<file path="src/rtl/hazard_scoreboard.sv">
// Register-hazard scoreboard for the issue stage: blocks issue on RAW/WAW against in-flight writes.
// Tracks pending registers, per-register age watchdog, stall counter and orphan-writeback flag.
module hazard_scoreboard #(
  parameter int NUM_REGS  = 32,
  parameter int WB_BYPASS = 1,
  parameter int TIMEOUT   = 64
) (
  input  logic                clk,
  input  logic                rst,
  input  logic                issue_valid,
  input  logic                issue_writes,
  input  logic [4:0]          issue_write_reg,
  input  logic                issue_reads_a,
  input  logic [4:0]          issue_read_a_reg,
  input  logic                issue_reads_b,
  input  logic [4:0]          issue_read_b_reg,
  output logic                issue_ready,
  input  logic                wb_valid,
  input  logic [4:0]          wb_reg,
  input  logic                flush,
  output logic [NUM_REGS-1:0] pending_mask,
  output logic                busy,
  output logic [15:0]         stall_cycles,
  output logic                wb_orphan,
  output logic                timeout_err
);

  localparam int AW = $clog2(TIMEOUT + 1);
  localparam logic [AW-1:0] AGE_LIM = AW'(TIMEOUT - 1);
  localparam logic [AW-1:0] AGE_MAX = AW'(TIMEOUT);

  logic [NUM_REGS-1:0] wb_hit;
  logic [NUM_REGS-1:0] eff;
  logic [NUM_REGS-1:0] set_vec;
  logic [NUM_REGS-1:0] next_mask;
  logic [AW-1:0]       age [NUM_REGS];
  logic                fire;
  logic                age_hit;
  logic                orphan_hit;

  always_comb begin
    wb_hit = '0;
    if (wb_valid) wb_hit[wb_reg] = 1'b1;

    // Flush squashes every in-flight write, so nothing can hazard in that cycle.
    if (flush)               eff = '0;
    else if (WB_BYPASS != 0) eff = pending_mask & ~wb_hit;
    else                     eff = pending_mask;

    issue_ready = !((issue_reads_a && eff[issue_read_a_reg]) ||
                    (issue_reads_b && eff[issue_read_b_reg]) ||
                    (issue_writes  && eff[issue_write_reg]));
    fire = issue_valid && issue_ready;

    set_vec = '0;
    if (fire && issue_writes) set_vec[issue_write_reg] = 1'b1;

    if (flush) next_mask = set_vec;
    else       next_mask = (pending_mask & ~wb_hit) | set_vec;

    age_hit = 1'b0;
    for (int r = 0; r < NUM_REGS; r++) begin
      if (pending_mask[r] && (age[r] == AGE_LIM)) age_hit = 1'b1;
    end

    orphan_hit = wb_valid && !flush && !pending_mask[wb_reg];
    busy       = |pending_mask;
  end

  always_ff @(posedge clk or posedge rst) begin
    if (rst) begin
      pending_mask <= '0;
      stall_cycles <= '0;
      wb_orphan    <= 1'b0;
      timeout_err  <= 1'b0;
    end else begin
      pending_mask <= next_mask;
      if (issue_valid && !issue_ready && (stall_cycles != 16'hFFFF))
        stall_cycles <= stall_cycles + 16'd1;
      if (orphan_hit) wb_orphan   <= 1'b1;
      if (age_hit)    timeout_err <= 1'b1;
    end
  end

  // A re-set in the same cycle as its writeback starts a fresh lifetime, hence age 0.
  always_ff @(posedge clk or posedge rst) begin
    if (rst) begin
      for (int r = 0; r < NUM_REGS; r++) age[r] <= '0;
    end else begin
      for (int r = 0; r < NUM_REGS; r++) begin
        if (!next_mask[r] || set_vec[r]) age[r] <= '0;
        else if (age[r] != AGE_MAX)      age[r] <= age[r] + AW'(1);
      end
    end
  end

endmodule
</file>
<file path="config.mk">
export PLATFORM = sky130hd
export DESIGN_NAME = hazard_scoreboard
export DESIGN_NICKNAME = d
export VERILOG_FILES = /design/src/rtl/hazard_scoreboard.sv
export SDC_FILE = /design/constraint.sdc
export NUM_CORES = 1
export LEC_CHECK = 0
export CAP_MARGIN = 20
export CORE_AREA = 2 2 189 191
export CTS_CLUSTER_SIZE = 40
export DETAILED_ROUTE_END_ITERATION = 8
export DIE_AREA = 0 0 191 193
export DONT_BUFFER_PORTS = 1
export GPL_ROUTABILITY_DRIVEN = 0
export PLACE_DENSITY_LB_ADDON = 0.2
export SLEW_MARGIN = 20
export SYNTH_ARGS = -nofsm -noshare
export SYNTH_HDL_FRONTEND = slang
export SYNTH_SLANG_ARGS = --single-unit
</file>
<file path="constraint.sdc">
create_clock -name clk -period 11.4 [get_ports clk]
set_clock_uncertainty 0.1 [all_clocks]
set_input_delay 2.28 -clock clk [delete_from_list [all_inputs] [get_ports clk]]
set_output_delay 2.28 -clock clk [all_outputs]
set_load 0.02 [all_outputs]
</file>
### Word-level counts from Yosys, hierarchy flattened

Index checks and enable logic that the tools add are counted.

* $add $sub $neg: 33
* magnitude comparators: 6
* equality and inequality tests: 65
* multiplexer cells: 112
* bitwise gates (word level): 3
* reduce and logical (&&, ||, !) cells: 145

Operators with widths (number)
* $mux 7: 64
* $add 7x1->7 const B: 32
* $eq 7x6->1 const B: 32
* $ne 7x7->1 const B: 32
* $mux 32: 4
* $reduce_bool 2->1: 32
* $logic_and 1x1->1: 43
* $mux 1: 38
* $logic_not 1->1: 35
* $logic_or 1x1->1: 34
* $and 32x32->32: 1
* $not 32->32: 1
* $or 32x32->32: 1
* $reduce_or 32->1: 1
* $lt 5x6->1 const B: 4
* $bmux 1 s5: 4
* $add 16x1->16 const B: 1
* $ne 16x16->1 const B: 1
* $demux 1 s5: 2
* $ge 5x1->1 const B: 2

* flip-flop bits (word level): 274
* bits of input ports: 28

### Longest topological paths before layout

* word-level depth: 34
* gate-level depth with buffers: 14
* mapped depth without buffers: 9

### Least setup slack after synthesis

OpenSTA, ideal clock, no wires.

* kind: input-to-output
* from: input issue_read_b_reg[0]
* to: output issue_ready
* arrival: 4324 ps
* data required time: 9020 ps
* path slack: 4696 ps
* stages on the path: 10
* cell sequence: buf_4 xnor2_1 and2_1 a2111oi_1 o31ai_1 or3_1 o41ai_2 buf_6 buf_4 inv_1

* cells in the longest elaborated chain, start to end: 6

RTL lines
* start: declaration: RTL line 16 `input logic [4:0] issue_read_b_reg,`
* $bmux 1 s5: RTL line 51 `(issue_reads_b && eff[issue_read_b_reg]) ||`
* $mux 1 (implied by the code): RTL line 51
* $logic_and 1x1->1: RTL line 51
* $logic_or 1x1->1: RTL line 50 `issue_ready = !((issue_reads_a && eff[issue_read_a_reg]) ||`
* $logic_or 1x1->1: RTL line 51
* $logic_not 1->1: RTL line 50
* end: declaration: RTL line 17 `output logic issue_ready,`

No other way between the ends. The select of a mux whose other input is x is not followed.

### Worst setup path after layout

* from: input wb_reg[0]
* to: output issue_ready

* cells in the longest elaborated chain, start to end: 14
* elaborated cells between the ends (all ways): 21
* those cells by class: 2 x order compare; 10 x mux; 2 x bitwise; 7 x reduce/logical

RTL lines
* start: declaration: RTL line 19 `input logic [4:0] wb_reg,`
* $lt 5x6->1 (implied by the code) or $ge 5x1->1 (tied branches): RTL line 43 `if (wb_valid) wb_hit[wb_reg] = 1'b1;`
* $logic_and 1x1->1 (implied by the code): RTL line 43
* $mux 1 (implied by the code): RTL line 43
* $demux 1 s5 *: RTL line 43
* $mux 32 *: RTL line 43
* $not 32->32 *: RTL line 47 `else if (WB_BYPASS != 0) eff = pending_mask & ~wb_hit;`
* $and 32x32->32 *: RTL line 47
* $mux 32 *: RTL line 46 `if (flush) eff = '0;`
* $bmux 1 s5, on equally long branches: RTL line 50, 51
* $mux 1, on equally long branches: RTL line 50, 51
* $logic_and 1x1->1, on equally long branches: RTL line 50, 51
* $logic_or 1x1->1: RTL line 50
* $logic_or 1x1->1 *: RTL line 51
* $logic_not 1->1 *: RTL line 50

Mark *: on every way between the ends. The rest lies on a longest branch, timed or not. The select of a mux whose other input is x is not followed.

==> impl_metrics.yaml <==
status:
  status: "completed"
setup_path:
  r2r-start: "pending_mask[14]"
  reg2reg_setup_slack_ns: 7.93
  path_max_fanout: 20
  cp_top_family: "simple AND/OR/NAND/NOR gates"
  critPathLaunch: "wb_reg[0]"
  crit_type: "input pin to primary output"
  cpMostUsedCell: "nand2b_1"
  cp_num_buf_inv: 2
  cp_num_cells: 9
  required_ns: 9.02
  crit_chain: "nand2b_1, o21ai_0, nand2b_1, nor3_1, nor4_1, or3_1, o41ai_4, buf_4, inv_1"
  crit_arrival_ns: 4.80
  endpoint: "issue_ready"
  slowest_stage: "nand2b_1"
  cp-start-kind: "input pin"
  reg2reg_to: "pending_mask[7]"
  reg2reg_depth: 9
  cpPeakStageDelay_ns: 0.44
  cp-end-kind: "primary output"
yosys:
  ys.flop_type: "dfrtp_1"
  avgSynthCellArea_um2: 9.40
  syn_inst: 1639
  ys_warn_count: 0
  synthTopCellsByArea: "dfrtp_1, nor2_1, xor2_1"
  yosys.area.top_type_share: 0.445
  synth_cell_types: 70
  syn_area_um2: 15400
  ys_seq_area_frac: 0.445
  syn_nets: 1732
  ys_async_sr_fraction: 1.00
  yosys.area.top_type: "dfrtp_1"
  synth-edff-count: 0
  ys_seq_elements: 274
cts:
  path_clk_slew_ns: 0.07
  clockBufferDepth: 3
  hold_buffers: 0
  cts_tree: "done"
  clock_sinks: 274
  htree_num_levels: 1
  cts_root_buffer: "clkbuf_16"
  clk_latency_ns: 0.56
  cts-resized-gates: 0
  cts_made_buffers: 31
  postCtsSetupRepairBufs: 0
routing:
  vias_per_cell: 5.54
  drt-wirelength-per-cell_um: 18.3
  final_antenna_net_count: 0
  drt_iter0_markers: 912
  route.detailed.drc: 0
  vias: 11700
  routed_wl_um: 38600
  first_pass_iters: 7
power_and_ir_drop:
  peakVddDrop_v: 0.000109
  p_per_area_nw_per_um2: 127
  leakage_nw: 6.80
sta:
  hold_viol_final: 0
  finalSetupViolCount: 0
  final_max_slew_viol_count: 0
  tightest_slew_ns: 0.955
  fin_worst_hold_slack_ns: 0.460
  fmaxAchievable_ghz: 0.139
  period_minus_slack_ns: 7.18
  slew_headroom: 0.361
  post-route-period-util: 0.630
  tns_ns: 0
  rsz0062_at_grt: "no"
global_route:
  grt_pass1_vias: 11400
  grt_remaining_overflow: 0
  grt_max_degree: 89
  grt_pass1_wl_um: 61700
  antenna_found_initial: 2
  grt.total_usage: 0.211
floorplan:
  die-area_um2: 36900
  fp.dieW_um: 191
  io_pins: 80
  rows: 69
  die_h_um: 193
  core_um2: 35000
  initial_core_util: 0.441
final_layout:
  antenna_cells: 0
  seq_area_um2: 6860
  drive_gt1_frac: 0.0681
  area_growth_pct: 9.23
  fillers: 3310
  utilization: 0.481
  nets: 1714
  multi_input_area_um2: 7970
hold_path:
  hold_class: "register to register"
  min-delay-start: "age[76]"
placement:
  numPortBuffers: 0
  dp_hpwl_um: 27700
flow_run:
  drv_cap: 0
==> layout make-up <==
class                           count  share of cell area
Inverter                           79              0.0181
Clock buffer                       43              0.0512
Multi-Input combinational cell   1229               0.474
Tap cell                          461              0.0343
Timing Repair Buffer                6             0.00387
Sequential cell                   274               0.407
Clock inverter                     13              0.0115
==> worst reg2reg max path: cells and delay by family (launching register included) <==
family | cells | cell delay [ns]
compound gates | 3 | 0.70
buf+inv | 1 | 0.29
flops | 1 | 0.66
simple gates | 5 | 1.56
==> how the worst min path moves through the flow <==
stage,endpoint,depth (start not counted)
floorplan,age[174],2
global placement,age[174],2
detailed placement,age[146],2
CTS,age[174],2
global route,age[222],2
finish,age[76],2
==> power by group <==
group          switching, mW  total (mW)  internal (mW)
sequential            0.0292        1.01          0.983
clock                  0.403        1.04          0.636
combinational         0.0618      0.0931         0.0313
total                  0.494        2.14           1.65
==> sequential cells by signal, indices dropped and copies added (netlist names) <==
register,flops
age,224
pending_mask,32
stall_cycles,16
timeout_err,1
wb_orphan,1
==> cells in the mapped netlist (all sizes together), types with 4 or more instances <==
cell type and number:
nor2 301, dfrtp 274, nand3 107, xor2 104, nand2 93, xnor2 93
inv 78, o21ai 72, ha 65, a21oi 50, buf 32, nand3b 31
nor4 31, nand2b 26, clkbuf 25, and3 24, nor4b 23, nor3b 22
o211ai 21, or3 18, nand4 14, mux2 13, nor3 12, or2 12
mux2i 10, mux4 10, nor2b 9, a31oi 8, o22ai 6, nand4b 5
o2111ai 5, a211oi 4, o31ai 4
==> routing by layer <==
metal  global-route usage  share of wire  vias to the layer above  wire length, um
met5                    0              0                        -                0
met1                0.277           0.43                     5581            16700
met3               0.0653          0.089                      127             3430
met4               0.0927          0.047                        0             1810
li1                     -              -                     5580                -
met2                0.324           0.43                      369            16700
==> cell usage in the layout, fill, tap and decap left out, drive strengths merged, types with 3 or more instances in the layout <==
master,netlist,final
mux4,10,10
nor2b,9,9
dfrtp,274,274
nor3,12,12
o31ai,4,4
nor4,31,31
nor4b,23,23
nand4,14,14
nand3,107,107
ha,65,65
clkinv,1,8
nand2b,26,26
mux2i,10,10
buf,32,6
o21ai,72,72
and3,24,24
nand3b,31,31
or2,12,12
bufinv,0,5
xor2,104,104
mux2,13,13
o2111ai,5,5
xnor2,93,93
a211oi,4,4
nand2,93,93
a41oi,3,3
clkbuf,25,43
nand4b,5,5
o22ai,6,6
o211ai,21,21
and2,3,3
nor3b,22,22
a21oi,50,50
or3,18,18
a31oi,8,8
nor2,301,301
nand4bb,3,3
inv,78,78
==> stage by stage <==
step                      cells  power (mW)  area (um2)  setup WS (ns)
after floorplan            1639        1.11       15400           1.47
after global placement     2048        1.12       15700           4.31
after detailed placement   2048        1.12       15700           4.28
after CTS                  2104        2.17       16800           4.27
after global routing       2105        2.22       16800           4.09
final                      2105        2.14       16800           4.22
==> kinds of logic (layout without fill, tap and decap cells) <==
group	after synthesis	after routing	synth area share
adder cells (fa/ha/maj)	65	65	0.0528
buffers and inverters	136	141	0.0383
multiplexers	33	33	0.0306
flip-flops	274	274	0.445
AO/OA/AOI/OAI	191	191	0.0797
AND/OR/NAND/NOR	743	743	0.242
XOR/XNOR	197	197	0.112
Power figures use the tool's default switching activity.
